## src/rtl/hand_fifo.sv

```systemverilog
// hand_fifo: elastic buffer between a valid/ready source and sink.
// Handshake outputs decode only the registered occupancy, never the inputs.
module hand_fifo #(
    parameter int L     = 8,
    parameter int DEPTH = 4
) (
    input  logic                    clk,
    input  logic                    rst,
    input  logic                    s_valid,
    output logic                    s_ready,
    input  logic [L-1:0]            s_data,
    output logic                    m_valid,
    input  logic                    m_ready,
    output logic [L-1:0]            m_data,
    output logic [$clog2(DEPTH):0]  count,
    output logic                    full,
    output logic                    empty,
    output logic                    almost_full
);
    localparam int AW = $clog2(DEPTH);
    localparam int CW = AW + 1;

    logic [L-1:0]  mem_q [DEPTH];
    logic [L-1:0]  mem_d [DEPTH];
    logic [AW-1:0] wp_q, wp_d, rp_q, rp_d;
    logic [CW-1:0] cnt_q, cnt_d;
    logic          push, pop;

    assign full        = cnt_q == CW'(DEPTH);
    assign empty       = cnt_q == '0;
    assign almost_full = cnt_q >= CW'(DEPTH - 1);
    assign s_ready     = !full;
    assign m_valid     = !empty;
    assign m_data      = mem_q[rp_q];
    assign count       = cnt_q;
    // A full buffer refuses s_valid even when a pop frees a slot this cycle.
    assign push        = s_valid && !full;
    assign pop         = m_ready && !empty;

    always_comb begin
        mem_d = mem_q;
        if (push) mem_d[wp_q] = s_data;
        wp_d  = push ? wp_q + 1'b1 : wp_q;
        rp_d  = pop ? rp_q + 1'b1 : rp_q;
        cnt_d = cnt_q + CW'(push) - CW'(pop);
    end

    always_ff @(posedge clk or posedge rst) begin
        if (rst) begin
            mem_q <= '{default: '0};
            wp_q  <= '0;
            rp_q  <= '0;
            cnt_q <= '0;
        end else begin
            mem_q <= mem_d;
            wp_q  <= wp_d;
            rp_q  <= rp_d;
            cnt_q <= cnt_d;
        end
    end
endmodule

```

## config.mk

```make
export PLATFORM = sky130hd
export DESIGN_NAME = hand_fifo
export DESIGN_NICKNAME = d
export VERILOG_FILES = /design/src/rtl/hand_fifo.sv
export SDC_FILE = /design/constraint.sdc
export NUM_CORES = 1
export LEC_CHECK = 0
export BUFFER_PORTS_ARGS = -buffer_cell sky130_fd_sc_hd__clkbuf_2
export CORE_MARGIN = 4
export CORE_UTILIZATION = 35
export CTS_BUF_LIST = sky130_fd_sc_hd__clkbuf_16
export CTS_CLUSTER_SIZE = 40
export DETAILED_ROUTE_END_ITERATION = 10
export SYNTH_ARGS = -nofsm -noshare
export SYNTH_HDL_FRONTEND = slang
export SYNTH_SLANG_ARGS = --single-unit
```

## constraint.sdc

```tcl
create_clock -name clk -period 2.2 [get_ports clk]
set_input_delay 0.55 -clock clk [delete_from_list [all_inputs] [get_ports clk]]
set_output_delay 0.55 -clock clk [all_outputs]
set_load 0.01 [all_outputs]
```

; ---- Word-level counts from Yosys, hierarchy flattened
; Cells that the tools add are included.
[word_totals]
ff_bits = 39
inputBits = 12
output_inout_bits = 16
wordCells = 30
[op_classes]
n_addsub = 4
magnitude_cmp = 4
n_eq_ne = 1
mux = 6
n_bitwise = 2
reduce_logical = 6
[ops]
columns = operator, n
row1 = bitwise mux 32 bit, 1
row2 = 2-to-1 mux 8 bit, 3
row3 = binary-select mux 8 bit (select 2 bit), 1
row4 = demux 8 bit (select 2 bit), 1
row5 = >= comparator 3 bit (second input constant), 2
row6 = NOT 2 -> 3 bit, 2
row7 = adder 2 x 1 -> 2 bit (second input constant), 2
row8 = adder 3 x 1 -> 3 bit, 1
row9 = == test 3 bit (second input constant), 1
row10 = >= comparator 3 x 2 -> 1 bit (second input constant), 1
row11 = logical AND 1 bit, 3
row12 = zero test 3 bit, 1
row13 = < comparator 3 x 1 -> 1 bit (second input constant), 1
row14 = subtractor 3 x 1 -> 3 bit, 1
row15 = zero test 1 bit, 2

; ---- Logic depth before layout (Yosys ltp)
[logic_depth]
ltp_word = 6
ltp_mapped = 9

; ---- Least setup slack after synthesis
; Ideal clock, no wire load.
[synth_timing]
path_type = reg-to-reg
startpoint = reg cnt_q[1] (netlist: count[1])
endpoint = reg cnt_q[2] (netlist: count[2])
setup_ns = 0.123
arrival_time_ns = 2.088
required_time_ns = 2.077
path_slack_ns = -0.010
stages_incl_launch_ff = 9
cell_sequence = dfrtp_1 -> or3_1 -> and2_1 -> ha_1 -> inv_1 -> ha_1 -> inv_1 -> fa_1 -> xnor2_1
[synth_via]
word_cells_on_any_way = 8
[synth_rtl]
columns = item, line_no
row1 = "start, declared", 26  ; logic [CW-1:0] cnt_q, cnt_d;
row2 = "start signal, assigned", 58  ; cnt_q <= cnt_d;
row3 = zero test 3 bit, 30  ; assign empty = cnt_q == '0;
row4 = zero test 1 bit, n/a
row5 = via m_valid, 12  ; output logic m_valid,
row6 = logical AND 1 bit, 38  ; assign pop = m_ready && !empty;
row7 = via pop, 27  ; logic push, pop;
row8 = subtractor 3 x 1 -> 3 bit, 45  ; cnt_d = cnt_q + CW'(push) - CW'(pop);
row9 = via cnt_d[2], 26
; The timed path passes the listed nets, and every way through them passes these cells.
; A chain may end at the register's enable or synchronous reset.

; ---- Final worst setup path
[layout_timing]
startpoint = reg cnt_q[2] (netlist: count[2])
endpoint = reg cnt_q[2] (netlist: count[2])
[layout_via]
word_cells_on_any_way = 8
[layout_rtl]
columns = item, line_no
row1 = zero test 3 bit, 30
row2 = zero test 1 bit, 38
row3 = logical AND 1 bit, 38
row4 = via pop, 27
row5 = subtractor 3 x 1 -> 3 bit, 45
row6 = via cnt_d[2], 26
; The timed path passes the listed nets, and every way through them passes these cells.

==> results.txt <==
The max-slew violation count is 0. The required time of the worst setup path came out at 2.36 ns. The number of standard-cell rows in the floorplan came out at 27. The share of total power dissipated in the clock network is 0.181. Each instance of the synthesized netlist takes up on average 16.58 um^2.

The cell area after placement came out at 2181 um^2. Between clock sinks in the finished design, the worst skew comes to 0.006728 ns. The root buffer selected by CTS is sky130_fd_sc_hd__clkbuf_16. The post-layout minimum cycle time is 2.101 ns. The Yosys step of the flow raised 0 warnings. The layout cell share with drive strength beyond 1 is 0.5752. Relative to the synthesized area, the layout overhead comes to 18.77%.

For this run, asynchronously set or reset flops after synthesis account for 1.000. By count the netlist is led by sky130_fd_sc_hd__dfrtp_1 (39), sky130_fd_sc_hd__mux2_4 (32), sky130_fd_sc_hd__inv_1 (9). The maximum number of buffers from clock root to sink is 2. Static timing analysis puts the maximum clock frequency at 476.0 MHz. The number of remaining DRC errors is 0. The part of the power in registers came out at 0.356.

The tightest min-delay check is of the in2async type. The post-cts hold buffer count is 0. Port buffering added 27 buffers. For this design the ratio of total power to cell area is 1640 nW/um^2. VDD sags by at most 0.0006850 V.

The cell leakage power came out at 1.114 nW. The flop and latch count out of synthesis came out at 39. The total clock buffers created by CTS is 5. At the worst endpoint, the arrival time is 2.26 ns.

The area of the die came out at 6903 um^2. The horizontal die dimension came out at 83.09 um. The number of antenna diodes in the final layout is 0. Among all cell types in the netlist, the one instantiated most often is sky130_fd_sc_hd__dfrtp_1. The cell count after synthesis came out at 119. The share of the Yosys chip area taken by registers is 0.4946. The clock drives 39 sinks. The clock insertion delay at the later pin of the skew report is 0.28 ns. The cell area that synthesis handed to floorplanning was 1973 um^2.

The share of Yosys cell area claimed by the top area cell type is 0.4946. The weighted congestion reported at the end of routability-driven placement is 0.7174. The first-pass GRT wire length came out at 6299 um. The floorplan die height came out at 83.09 um.

The initial antenna violation count is 0. The half-perimeter wire length after placement came out at 2530 um. The internal portion of the total power is 2.632 mW.

The clock transition at the registers of the reported paths is 0.05 ns. The cell area after layout is 2344 um^2. The worst setup path is of the reg2reg kind.

In this run, distinct cell masters in the synthesized netlist total 19. At the end of the flow, the number of nets in the layout was 172. The number of global-route vias before repair was 1203. After routing, the total negative slack on setup checks comes to 0 ns. For this block, the routed nets add up to 3721 um of wire. The critical-path maximum fanout came out at 4. The total number of vias is 1051. Counting tap cells, the placed design contains a total of 215 instances. The maximum level of the CTS H-tree came out at 2. The max-cap violation count came out at 0. For this design the total switching power over the nets is 1.213 mW.

Entering global routing, the biggest net connects 40 pins. The initial detailed-routing violation count is 46. For this run, the leading register cell type out of synthesis is sky130_fd_sc_hd__dfrtp_1. The worst-margin pin slew came out at 0.4980 ns. The average routed wire per standard cell came out at 16.54 um. The aggregate global routing overflow came out at 0.

The region available for standard cell placement spans 5473 um^2. The combinational fraction of design power came out at 0.463. The critical path startpoint category is a flop. The overall track demand over capacity in global routing came out at 0.1158.

The post-layout instance count excluding filler cells came out at 225. The starting utilization of the core area is 0.3605. Once detail routing completed, the nets flagged for antenna violations numbered 0.

The flow ran to the end, and the final reports show no timing, DRC or antenna violations. The count of TritonRoute iterations in the first routing pass is 3. Dividing the final minimum period by the clock period gives 0.9549. The boundary pin count is 28. The synthesized netlist net count came out at 139. TritonCTS built the clock tree. The net switching fraction of the power is 0.3155. By area the synthesized netlist is led by sky130_fd_sc_hd__dfrtp_1 (49%), sky130_fd_sc_hd__mux2_4 (24%), sky130_fd_sc_hd__mux4_2 (9.1%). The final hold violation count is 0.

The kind of end point of the critical path is a flop. In this run the tightest slew margin relative to its limit is 0.6680. The setup violation total in the final timing report came out at 0. The number of enable flip-flop cells after synthesis is 0. The library cell with the largest summed area after synthesis is sky130_fd_sc_hd__dfrtp_1. Dividing the detail-routed via count by the number of cells gives 4.671.
==> flip-flops by register name, summed over array words and instances (netlist names) <==
register,count
rp_q,2
wp_q,2
mem_q,32
count,3
==> layer usage <==
| layer | track usage | up-vias | wire (um) |
|---|---|---|---|
| li1 | - | 484 | - |
| met1 | 0.1545 | 538 | 1774 |
| met2 | 0.1793 | 24 | 1754 |
| met3 | 0.03472 | 5 | 151 |
| met4 | 0.04012 | 0 | 41 |
| met5 | 0 | - | 0 |
==> cell type report <==
cell class                 count  area (um^2)
tap                           72        90.09
clock inverter                 3        20.02
sequential                    39        975.9
fill                         525         3129
timing repair buffer          33        192.7
inverter                       9        33.78
clock buffer                   5        125.1
multi-input combinational     64        905.9
==> power groups by stage <==
stage	logic [mW]	clock network (mW)	registers [mW]
finish	1.78	0.695	1.37
global route	1.94	0.746	1.42
CTS	1.79	0.715	1.37
detailed placement	1.78	0	1.38
global placement	1.74	0	1.35
floorplan	1.40	0	1.27
==> path summary, 6_finish.rpt <==
kind	from	end	slack, ns	cells past startpoint
worst max-delay path	count[2]	count[2]	0.1	8
worst min-delay path	rst	wp_q[0]	0.37	3
worst min register to register	mem_q[28]	mem_q[28]	0.51	1
max in group asynchronous	rst	rp_q[1]	1.49	3
worst max register to register	count[2]	count[2]	0.1	8
min in group clk	mem_q[28]	mem_q[28]	0.51	1
==> repair_timing <==
item | 4_1_cts | 5_1_grt
gates resized for setup | 0 | 1
setup buffers | 0 | 2
endpoints found under the setup margin | 0 | 2
==> critical path, stage by stage (launching register included) <==
cell and delay (ns):
sky130_fd_sc_hd__dfrtp_1 0.42, sky130_fd_sc_hd__or3_4 0.41, sky130_fd_sc_hd__and2_4 0.17, sky130_fd_sc_hd__ha_1 0.26, sky130_fd_sc_hd__inv_1 0.05, sky130_fd_sc_hd__ha_1 0.13
sky130_fd_sc_hd__inv_1 0.05, sky130_fd_sc_hd__fa_1 0.37, sky130_fd_sc_hd__xnor2_1 0.13
==> cells by family (layout without fill, tap and decap cells) <==
family                     count (synthesis)  in the layout  synth area share
buffers and inverters                     16             50           0.05009
and+or+nand+nor                           10             10           0.03995
adders and majority gates                  8              8           0.05453
xor gates and xnor gates                   4              4           0.01776
muxes                                     41             41            0.3405
AOI/OAI and AO/OA                          1              1          0.002534
DFF                                       39             39            0.4946
==> cell usage in the layout, fill, tap and decap left out <==
| cell type | count |
|---|---|
| sky130_fd_sc_hd__and2_4 | 1 |
| sky130_fd_sc_hd__and3_4 | 4 |
| sky130_fd_sc_hd__buf_12 | 1 |
| sky130_fd_sc_hd__buf_4 | 5 |
| sky130_fd_sc_hd__clkbuf_16 | 5 |
| sky130_fd_sc_hd__clkbuf_2 | 27 |
| sky130_fd_sc_hd__clkinv_2 | 1 |
| sky130_fd_sc_hd__clkinvlp_4 | 2 |
| sky130_fd_sc_hd__dfrtp_1 | 39 |
| sky130_fd_sc_hd__fa_1 | 1 |
| sky130_fd_sc_hd__ha_1 | 7 |
| sky130_fd_sc_hd__inv_1 | 9 |
| sky130_fd_sc_hd__mux2_2 | 1 |
| sky130_fd_sc_hd__mux2_4 | 32 |
| sky130_fd_sc_hd__mux4_2 | 8 |
| sky130_fd_sc_hd__nand2_1 | 2 |
| sky130_fd_sc_hd__nand3_1 | 1 |
| sky130_fd_sc_hd__o21ai_0 | 1 |
| sky130_fd_sc_hd__or3_4 | 1 |
| sky130_fd_sc_hd__or3b_1 | 1 |
| sky130_fd_sc_hd__xnor2_1 | 3 |
| sky130_fd_sc_hd__xor2_1 | 1 |
==> metrics by stage <==
stage	hold slack, ns	utilization	setup slack, ns	total power [mW]
after floorplan	0.4764	-	0.03715	2.670
after global placement	0.4897	0.3985	0.1221	3.092
after detailed placement	0.4950	0.3985	0.08922	3.161
after CTS	0.3835	0.4250	0.07150	3.879
after global routing	0.4185	0.4282	-0.001614	4.108
final	0.3653	0.4282	0.09915	3.844
(Power assumes the default switching activity.)
